**config.mk**
```make
export PLATFORM = sky130hd
export DESIGN_NAME = spi_flash_seq
export DESIGN_NICKNAME = d
export VERILOG_FILES = /design/src/rtl/spi_flash_seq.sv
export SDC_FILE = /design/constraint.sdc
export NUM_CORES = 1
export LEC_CHECK = 0
export ABC_AREA = 1
export BUFFER_PORTS_ARGS = -buffer_cell sky130_fd_sc_hd__buf_4
export CAP_MARGIN = 20
export CORE_MARGIN = 2
export CORE_UTILIZATION = 40
export CTS_CLUSTER_SIZE = 14
export DETAILED_ROUTE_END_ITERATION = 8
export HOLD_SLACK_MARGIN = 0.12
export SLEW_MARGIN = 40
export SYNTH_ARGS = -nofsm -noshare
export SYNTH_HDL_FRONTEND = slang
export SYNTH_SLANG_ARGS = --single-unit
```
**constraint.sdc**
```tcl
create_clock -name clk -period 5.2 [get_ports clk]
set_input_delay 0.26 -clock clk [delete_from_list [all_inputs] [get_ports clk]]
set_output_delay 0.26 -clock clk [all_outputs]
set_load 0.05 [all_outputs]
```
**src/rtl/spi_flash_seq.sv**
```systemverilog
`default_nettype none
// ============================================================================
// Module   : spi_flash_seq
// Purpose  : Turns page-write / page-read requests into SPI flash engine
//            command sequences (WREN, PROGRAM, status poll / READ).
// Revision : 1.0
// ============================================================================
module spi_flash_seq #(
    parameter int POLL_GAP  = 16,
    parameter int MAX_POLLS = 1000,
    parameter int CMD_W     = 3
) (
    input  logic             clk,
    input  logic             rst,
    input  logic             wr_req,
    input  logic             rd_req,
    output logic             busy,
    output logic             done,
    output logic             timeout,
    output logic [CMD_W-1:0] eng_cmd,
    output logic             eng_enable,
    input  logic             eng_busy,
    input  logic             eng_done,
    input  logic [7:0]       eng_status
);

    localparam logic [CMD_W-1:0] c_CMD_IDLE = CMD_W'(0);
    localparam logic [CMD_W-1:0] c_CMD_WREN = CMD_W'(1);
    localparam logic [CMD_W-1:0] c_CMD_STAT = CMD_W'(2);
    localparam logic [CMD_W-1:0] c_CMD_PROG = CMD_W'(3);
    localparam logic [CMD_W-1:0] c_CMD_READ = CMD_W'(4);

    localparam logic [15:0] c_MAX_POLLS = 16'(MAX_POLLS);
    // The POLL state itself supplies the final idle cycle of the gap, so GAP
    // runs POLL_GAP-1 cycles (and is skipped entirely when POLL_GAP is 1).
    localparam logic [7:0]  c_GAP_LAST  = 8'((POLL_GAP > 1) ? (POLL_GAP - 2) : 0);

    typedef enum logic [3:0] {
        S_IDLE   = 4'd0,
        S_WREN   = 4'd1,
        S_WREN_W = 4'd2,
        S_PROG   = 4'd3,
        S_PROG_W = 4'd4,
        S_POLL   = 4'd5,
        S_POLL_W = 4'd6,
        S_GAP    = 4'd7,
        S_READ   = 4'd8,
        S_READ_W = 4'd9,
        S_FIN    = 4'd10
    } state_t;

    state_t           r_state, w_state_n;
    logic             r_busy, w_busy_n;
    logic             r_done, w_done_n;
    logic             r_timeout, w_timeout_n;
    logic             r_en, w_en_n;
    logic [CMD_W-1:0] r_cmd, w_cmd_n;
    logic [15:0]      r_poll, w_poll_n, w_poll_inc;
    logic [7:0]       r_gap, w_gap_n;
    logic             w_unused_status;

    assign w_unused_status = ^eng_status[7:1];

    always_ff @(posedge clk) begin
        if (!rst) begin
            r_state   <= S_IDLE;
            r_busy    <= 1'b0;
            r_done    <= 1'b0;
            r_timeout <= 1'b0;
            r_en      <= 1'b0;
            r_cmd     <= c_CMD_IDLE;
            r_poll    <= 16'd0;
            r_gap     <= 8'd0;
        end else begin
            r_state   <= w_state_n;
            r_busy    <= w_busy_n;
            r_done    <= w_done_n;
            r_timeout <= w_timeout_n;
            r_en      <= w_en_n;
            r_cmd     <= w_cmd_n;
            r_poll    <= w_poll_n;
            r_gap     <= w_gap_n;
        end
    end

    always_comb begin
        w_state_n   = r_state;
        w_busy_n    = r_busy;
        w_done_n    = 1'b0;
        w_timeout_n = r_timeout;
        w_en_n      = 1'b0;
        w_cmd_n     = r_cmd;
        w_poll_n    = r_poll;
        w_gap_n     = r_gap;
        w_poll_inc  = r_poll + 16'd1;

        unique case (r_state)
            S_IDLE: begin
                w_cmd_n = c_CMD_IDLE;
                if (wr_req) begin
                    w_state_n   = S_WREN;
                    w_busy_n    = 1'b1;
                    w_timeout_n = 1'b0;
                end else if (rd_req) begin
                    w_state_n   = S_READ;
                    w_busy_n    = 1'b1;
                    w_timeout_n = 1'b0;
                end
            end
            S_WREN: begin
                if (!eng_busy) begin
                    w_en_n    = 1'b1;
                    w_cmd_n   = c_CMD_WREN;
                    w_state_n = S_WREN_W;
                end
            end
            S_WREN_W: begin
                if (eng_done) begin
                    w_state_n = S_PROG;
                end
            end
            S_PROG: begin
                if (!eng_busy) begin
                    w_en_n    = 1'b1;
                    w_cmd_n   = c_CMD_PROG;
                    w_state_n = S_PROG_W;
                end
            end
            S_PROG_W: begin
                if (eng_done) begin
                    w_poll_n  = 16'd0;
                    w_state_n = S_POLL;
                end
            end
            S_POLL: begin
                if (!eng_busy) begin
                    w_en_n    = 1'b1;
                    w_cmd_n   = c_CMD_STAT;
                    w_state_n = S_POLL_W;
                end
            end
            S_POLL_W: begin
                if (eng_done) begin
                    w_poll_n = w_poll_inc;
                    if (!eng_status[0]) begin
                        w_state_n   = S_FIN;
                        w_done_n    = 1'b1;
                        w_busy_n    = 1'b0;
                        w_timeout_n = 1'b0;
                    end else if (w_poll_inc == c_MAX_POLLS) begin
                        w_state_n   = S_FIN;
                        w_done_n    = 1'b1;
                        w_busy_n    = 1'b0;
                        w_timeout_n = 1'b1;
                    end else begin
                        w_gap_n   = 8'd0;
                        w_state_n = (POLL_GAP > 1) ? S_GAP : S_POLL;
                    end
                end
            end
            S_GAP: begin
                if (r_gap == c_GAP_LAST) begin
                    w_state_n = S_POLL;
                end else begin
                    w_gap_n = r_gap + 8'd1;
                end
            end
            S_READ: begin
                if (!eng_busy) begin
                    w_en_n    = 1'b1;
                    w_cmd_n   = c_CMD_READ;
                    w_state_n = S_READ_W;
                end
            end
            S_READ_W: begin
                if (eng_done) begin
                    w_state_n   = S_FIN;
                    w_done_n    = 1'b1;
                    w_busy_n    = 1'b0;
                    w_timeout_n = 1'b0;
                end
            end
            S_FIN: begin
                w_state_n = S_IDLE;
                w_cmd_n   = c_CMD_IDLE;
            end
            default: begin
                w_state_n = S_IDLE;
                w_busy_n  = 1'b0;
                w_cmd_n   = c_CMD_IDLE;
            end
        endcase
    end

    assign busy       = r_busy;
    assign done       = r_done;
    assign timeout    = r_timeout;
    assign eng_cmd    = r_cmd;
    assign eng_enable = r_en;

endmodule
`default_nettype wire

```
Word level (Yosys, flattened, before mapping)
Index checks and enable logic that the tools add are counted.
{ "word_totals": {"regBits": 35, "out_inout_bits": 7, "wordCells": 98} }
{ "op_classes": {"addsub": 2, "n_eq_ne": 26, "mux": 46, "bitwise": 2, "reduce_logical": 14} }
{ "ops": {"columns": ["operator", "n"], "rows": [
  ["4-bit two-way mux", 13],
  ["4-bit case mux with 10 select lines", 1],
  ["16-bit two-way mux", 2],
  ["8-bit two-way mux", 4],
  ["16-bit case mux with 2 select lines", 1],
  ["2-bit inequality test (second input constant)", 12],
  ["5-bit AND reduction", 4],
  ["16-bit by 1-bit adder with 16-bit output (second input constant)", 1],
  ["16-bit by 10-bit == test with 1-bit output (second input constant)", 1],
  ["4-bit by 3-bit == test with 1-bit output (second input constant)", 4],
  ["1-bit two-way mux", 16],
  ["8-bit case mux with 2 select lines", 1],
  ["3-bit case mux with 5 select lines", 1],
  ["4-bit == test (second input constant)", 3],
  ["3-bit two-way mux", 4],
  ["10-bit AND reduction", 1],
  ["8-bit by 1-bit adder with 8-bit output (second input constant)", 1],
  ["4-bit by 2-bit == test with 1-bit output (second input constant)", 2],
  ["8-bit by 4-bit == test with 1-bit output (second input constant)", 1],
  ["8-bit OR reduction", 1],
  ["3-bit inequality test (second input constant)", 2],
  ["5-bit OR reduction", 1],
  ["4-bit by 1-bit == test with 1-bit output (second input constant)", 1],
  ["4-bit logical NOT", 1],
  ["9 further kinds", 11]
]} }

Logic depth before layout (Yosys ltp)
{ "logic_depth": {"word_depth": 6, "depth_mapped": 16} }

Worst setup path before layout
OpenSTA, ideal clock, no wires.
{ "synth_path": {"path_type": "reg2reg", "startpoint": "register r_poll[1]", "endpoint": "register r_gap[1]", "setup_time_ps": 114, "t_arrival_ps": 1602, "t_required_ps": 5086, "path_slack_ps": 3484, "path_stages_with_launch": 14, "n_path_buf": 0, "path_cell_list": "dfxtp_1 ha_1 nand2_1 nor2_2 nand3_1 xor2_1 nand2_1 nor2_1 nand2_2 nand3_4 nand2_4 inv_2 nor2_1 nor2_2"} }
{ "synth_between": {"elab_chain_len": 4} }
{ "synth_rtl": {"columns": ["item", "line", "text"], "rows": [
  ["start, declared", "58", "logic [15:0] r_poll, w_poll_n, w_poll_inc;"],
  ["start signal, assigned", "81", "r_poll <= w_poll_n;"],
  ["16-bit by 1-bit adder with 16-bit output", "95", "w_poll_inc = r_poll + 16'd1;"],
  ["16-bit by 10-bit == test with 1-bit output", "150", "end else if (w_poll_inc == c_MAX_POLLS) begin"],
  ["2-bit inequality test (no line)", null, null],
  ["5-bit AND reduction (no line)", null, null],
  ["end signal, assigned", "82", "r_gap <= w_gap_n;"],
  ["end, declared", "59", "logic [7:0] r_gap, w_gap_n;"]
]} }
Every way passes these cells.
A chain may end at the register's enable or synchronous reset.

Worst setup path in the final report
{ "layout_path": {"startpoint": "register r_state[2]", "endpoint": "register r_gap[1]"} }
{ "layout_between": {"elab_chain_len": 3, "elab_cells_between_ends": 9, "classes_between": "6 x eq/ne; 1 x mux; 2 x reduce/logical"} }
{ "layout_rtl": {"columns": ["item", "line", "text"], "rows": [
  ["start, declared", "52", "state_t r_state, w_state_n;"],
  ["start signal, assigned", "75", "r_state <= w_state_n;"],
  ["4-bit by 3-bit == test with 1-bit output", "97", "unique case (r_state)"],
  ["2-bit inequality test (no line) / 2-bit nonzero test (equally long branches)", null, null],
  ["5-bit AND reduction (no line)", null, null]
]} }
Several ways; a longest one is shown, not always the timed one.

==> implementation parameters <==
Parameter                              Value

Clock tree
  Maximum number of buffers from clock root to sink    2
  CTS sink count    35
  Number of CTS-inserted buffers    5
  Root Buffer Master    sky130_fd_sc_hd__clkbuf_8
  Maximum level of the CTS H-tree    2
  CTS tree    done
  Number of cells upsized or downsized after cts    0
  Clock network latency to the later pin of the worst-skew pair    0.29 ns
  Number of hold-repair buffers added at the cts stage    0
  Post-CTS Setup Repair Bufs    0
  Clock transition at the registers of the reported paths    0.07 ns

Placed design
  Cell total after placement    426
  Setup slack at placement    3.11 ns
  Number of buffers added on ports    13
  Routability cong.    0.903
  Sum of net half-perimeters after detailed placement    3500 um

STA
  Headroom to the max-slew limit    55.8%
  RSZ-0062 raised after global routing    no
  Measured slew at the worst slew-check pin    0.662 ns
  Total count of max-transition violations in the final report    0
  Final hold slack    0.216 ns
  Crit path setup slack, layout    3.14 ns
  Final count of negative-setup-slack endpoints    0
  Final worst path period need    2.06 ns
  Final-layout setup total negative slack    0 ns
  Fraction of the cycle the final worst path needs    39.6%
  Max Freq    0.486 GHz
  Largest clock skew in the final design    0.00529 ns
  Fin. Hold Viols    0

Floorplan
  Die outline area    0.00609 mm^2
  Initial Utilization    42.1%
  Core area    0.00520 mm^2
  Chip Height    78.1 um
  Row cnt    26
  Number of top-level pins    21
  Die Width    78.1 um

GRT
  GR Util All Layers    17.6%
  Maximum number of pins on one net before global-route repair    26
  Number of antenna violations at the first check in global routing    0
  Global-route wire length before repair    8690 um
  Global route overflow    0
  Vias in the first global route    2,020

Routing
  Routed via count divided by cell count    4.82
  Total number of vias    2,090
  Remaining DRCs    0
  Detailed-route wire length per cell    11.1 um
  Residual antenna-violating net count after detailed routing    0
  First-pass iteration count of the detailed router    5
  DRC marker count from the first detailed-route iteration    58
  Total wire length after detailed routing    4800 um

Power
  Leakage dissipation    0.984 nW
  Pwr Density    351 mW/mm^2
  Total Power    0.857 mW
  Worst IR drop on VDD    0.301 mV

Critical path
  WP data required    5.39 ns
  Largest fanout of any net on the critical path    14
  Crit path launch type    flop
  Category of the critical setup timing path    flop to flop
  CP arrival    2.24 ns
  Endpoint class of the critical path    flop
  Number of cells traversed by the worst register-to-register path    9

Synthesis
  Asr flop ratio synth    0%
  Mapped Nets    366
  Count of flip-flops with a built-in enable after synthesis    0
  Synthesized flop and latch total    35
  Synth cell types    28
  Synth Cell Area    0.00219 mm^2
  Mean instance size in the synthesized netlist    6.28 um^2
  Synth warn    0
  Seq/Total Area, Yosys    31.9%
  Leading cell types by total area after synthesis    sky130_fd_sc_hd__dfxtp_1 (32%), sky130_fd_sc_hd__nand2_1 (18%), sky130_fd_sc_hd__inv_1 (7.4%)
  Top cell type's share of synthesized area    31.9%
  Main flop type after synthesis    sky130_fd_sc_hd__dfxtp_1
  Number of standard cells after synthesis    349
  Cell taking the most area after synthesis    sky130_fd_sc_hd__dfxtp_1

Final layout
  Layout cells sized above 1    13.7%
  Total of fill cells in the finished design    568
  Most frequent standard cell in the layout excluding fill and tap cells    sky130_fd_sc_hd__nand2_1
  Diode count    0
  Final Instance Count excl. Fillers    434
  Syn-to-layout area delta    11.4%
  Count of nets after finishing    380
  Most frequent cells in the layout    sky130_fd_sc_hd__nand2_1 (107), sky130_fd_sc_hd__inv_1 (42), sky130_fd_sc_hd__nor2_1 (35), sky130_fd_sc_hd__dfxtp_1 (35), sky130_fd_sc_hd__a21oi_1 (30)

Worst hold path
  Kind of path behind the tightest hold check    input pin to flop
  Cells on Worst Hold Path    4

Run
  Number of maximum-capacitance violations    0

Run status
  Status    finished clean
kinds of logic (layout without fill, tap and decap cells):
logic type | after synthesis | in the layout | share of synthesized area, %
adder cells (fa/ha/maj) | 3 | 3 | 1.71
buffers and inverters | 54 | 69 | 9.81
AO/OA/AOI/OAI | 41 | 41 | 9.81
flip-flops | 35 | 35 | 31.9
XOR/XNOR | 7 | 7 | 2.80
AND/OR/NAND/NOR | 209 | 209 | 43.9
routing by layer:
| metal | track usage [%] | part of all wire [%] | vias to the layer above | wire [um] |
|---|---|---|---|---|
| met2 | 30.0 | 47 | 20 | 2280 |
| met5 | 0 | 0 | - | 0 |
| li1 | - | - | 1133 | - |
| met4 | 5.79 | 1.4 | 0 | 65 |
| met1 | 22.4 | 49 | 930 | 2340 |
| met3 | 3.45 | 2.5 | 7 | 120 |
path summary, 6_finish.rpt:
check | from | slack (ns) | to
min | eng_busy | 0.22 | eng_enable$_SDFF_PN0_
max reg2reg | r_state[2]$_SDFFE_PN0P_ | 3.14 | r_gap[1]$_SDFFE_PN0P_
max | r_state[2]$_SDFFE_PN0P_ | 3.14 | r_gap[1]$_SDFFE_PN0P_
min reg2reg | r_gap[5]$_SDFFE_PN0P_ | 0.49 | r_gap[5]$_SDFFE_PN0P_
critical path, cell delays in order, from the launching register on:
cell	delay, ns
sky130_fd_sc_hd__dfxtp_1	0.46
sky130_fd_sc_hd__inv_2	0.05
sky130_fd_sc_hd__nor2_2	0.19
sky130_fd_sc_hd__nand2_1	0.14
sky130_fd_sc_hd__nor2_2	0.54
sky130_fd_sc_hd__nand3_4	0.23
sky130_fd_sc_hd__nand2_4	0.14
sky130_fd_sc_hd__inv_2	0.04
sky130_fd_sc_hd__nor2_1	0.11
sky130_fd_sc_hd__nor2_2	0.05
layout make-up:
| type | instances | area (um^2) | area share [%] |
|---|---|---|---|
| multi-input cells | 260 | 1280 | 52.3 |
| flip-flops and latches | 35 | 701 | 28.7 |
| inverters | 48 | 180 | 7.37 |
| clock buffers | 8 | 100 | 4.10 |
| repair buffers | 13 | 97.6 | 3.99 |
| well taps | 70 | 87.6 | 3.58 |
metrics by stage:
| stage | util [%] | cell area [um^2] |
|---|---|---|
| after detailed placement | 45.0 | 2340 |
| final | 46.9 | 2440 |
| after global routing | 46.9 | 2440 |
| after CTS | 46.9 | 2440 |
| after global placement | 45.0 | 2340 |
| after floorplan | - | 2190 |
cell usage after synthesis (2+ instances only):
master and instances:
sky130_fd_sc_hd__nor2_1 35, sky130_fd_sc_hd__xnor2_1 2, sky130_fd_sc_hd__nand3_2 4, sky130_fd_sc_hd__nor2_2 11
sky130_fd_sc_hd__nand2_2 4, sky130_fd_sc_hd__nand3_1 26, sky130_fd_sc_hd__ha_1 3, sky130_fd_sc_hd__o21ai_0 8
sky130_fd_sc_hd__nand3b_1 5, sky130_fd_sc_hd__a2bb2oi_1 2, sky130_fd_sc_hd__nor3_1 4, sky130_fd_sc_hd__nand4_1 7
sky130_fd_sc_hd__dfxtp_1 35, sky130_fd_sc_hd__inv_1 43, sky130_fd_sc_hd__xor2_1 5, sky130_fd_sc_hd__a21oi_1 30
sky130_fd_sc_hd__clkbuf_1 3, sky130_fd_sc_hd__nand2_1 107, sky130_fd_sc_hd__inv_2 5, sky130_fd_sc_hd__nor2_4 2
flip-flops by register name, indices dropped and copies added (netlist names):
signal and count:
busy 1, r_poll 16, done 1, eng_cmd 3, eng_enable 1, r_state 4, timeout 1, r_gap 8
report_power, final:
part	internal [mW]	switching, mW
combinational	0.102	0.211
sequential	0.299	0.0262
clock	0.121	0.0981
total	0.522	0.335
Note: power is estimated with default switching activity, not from simulation.
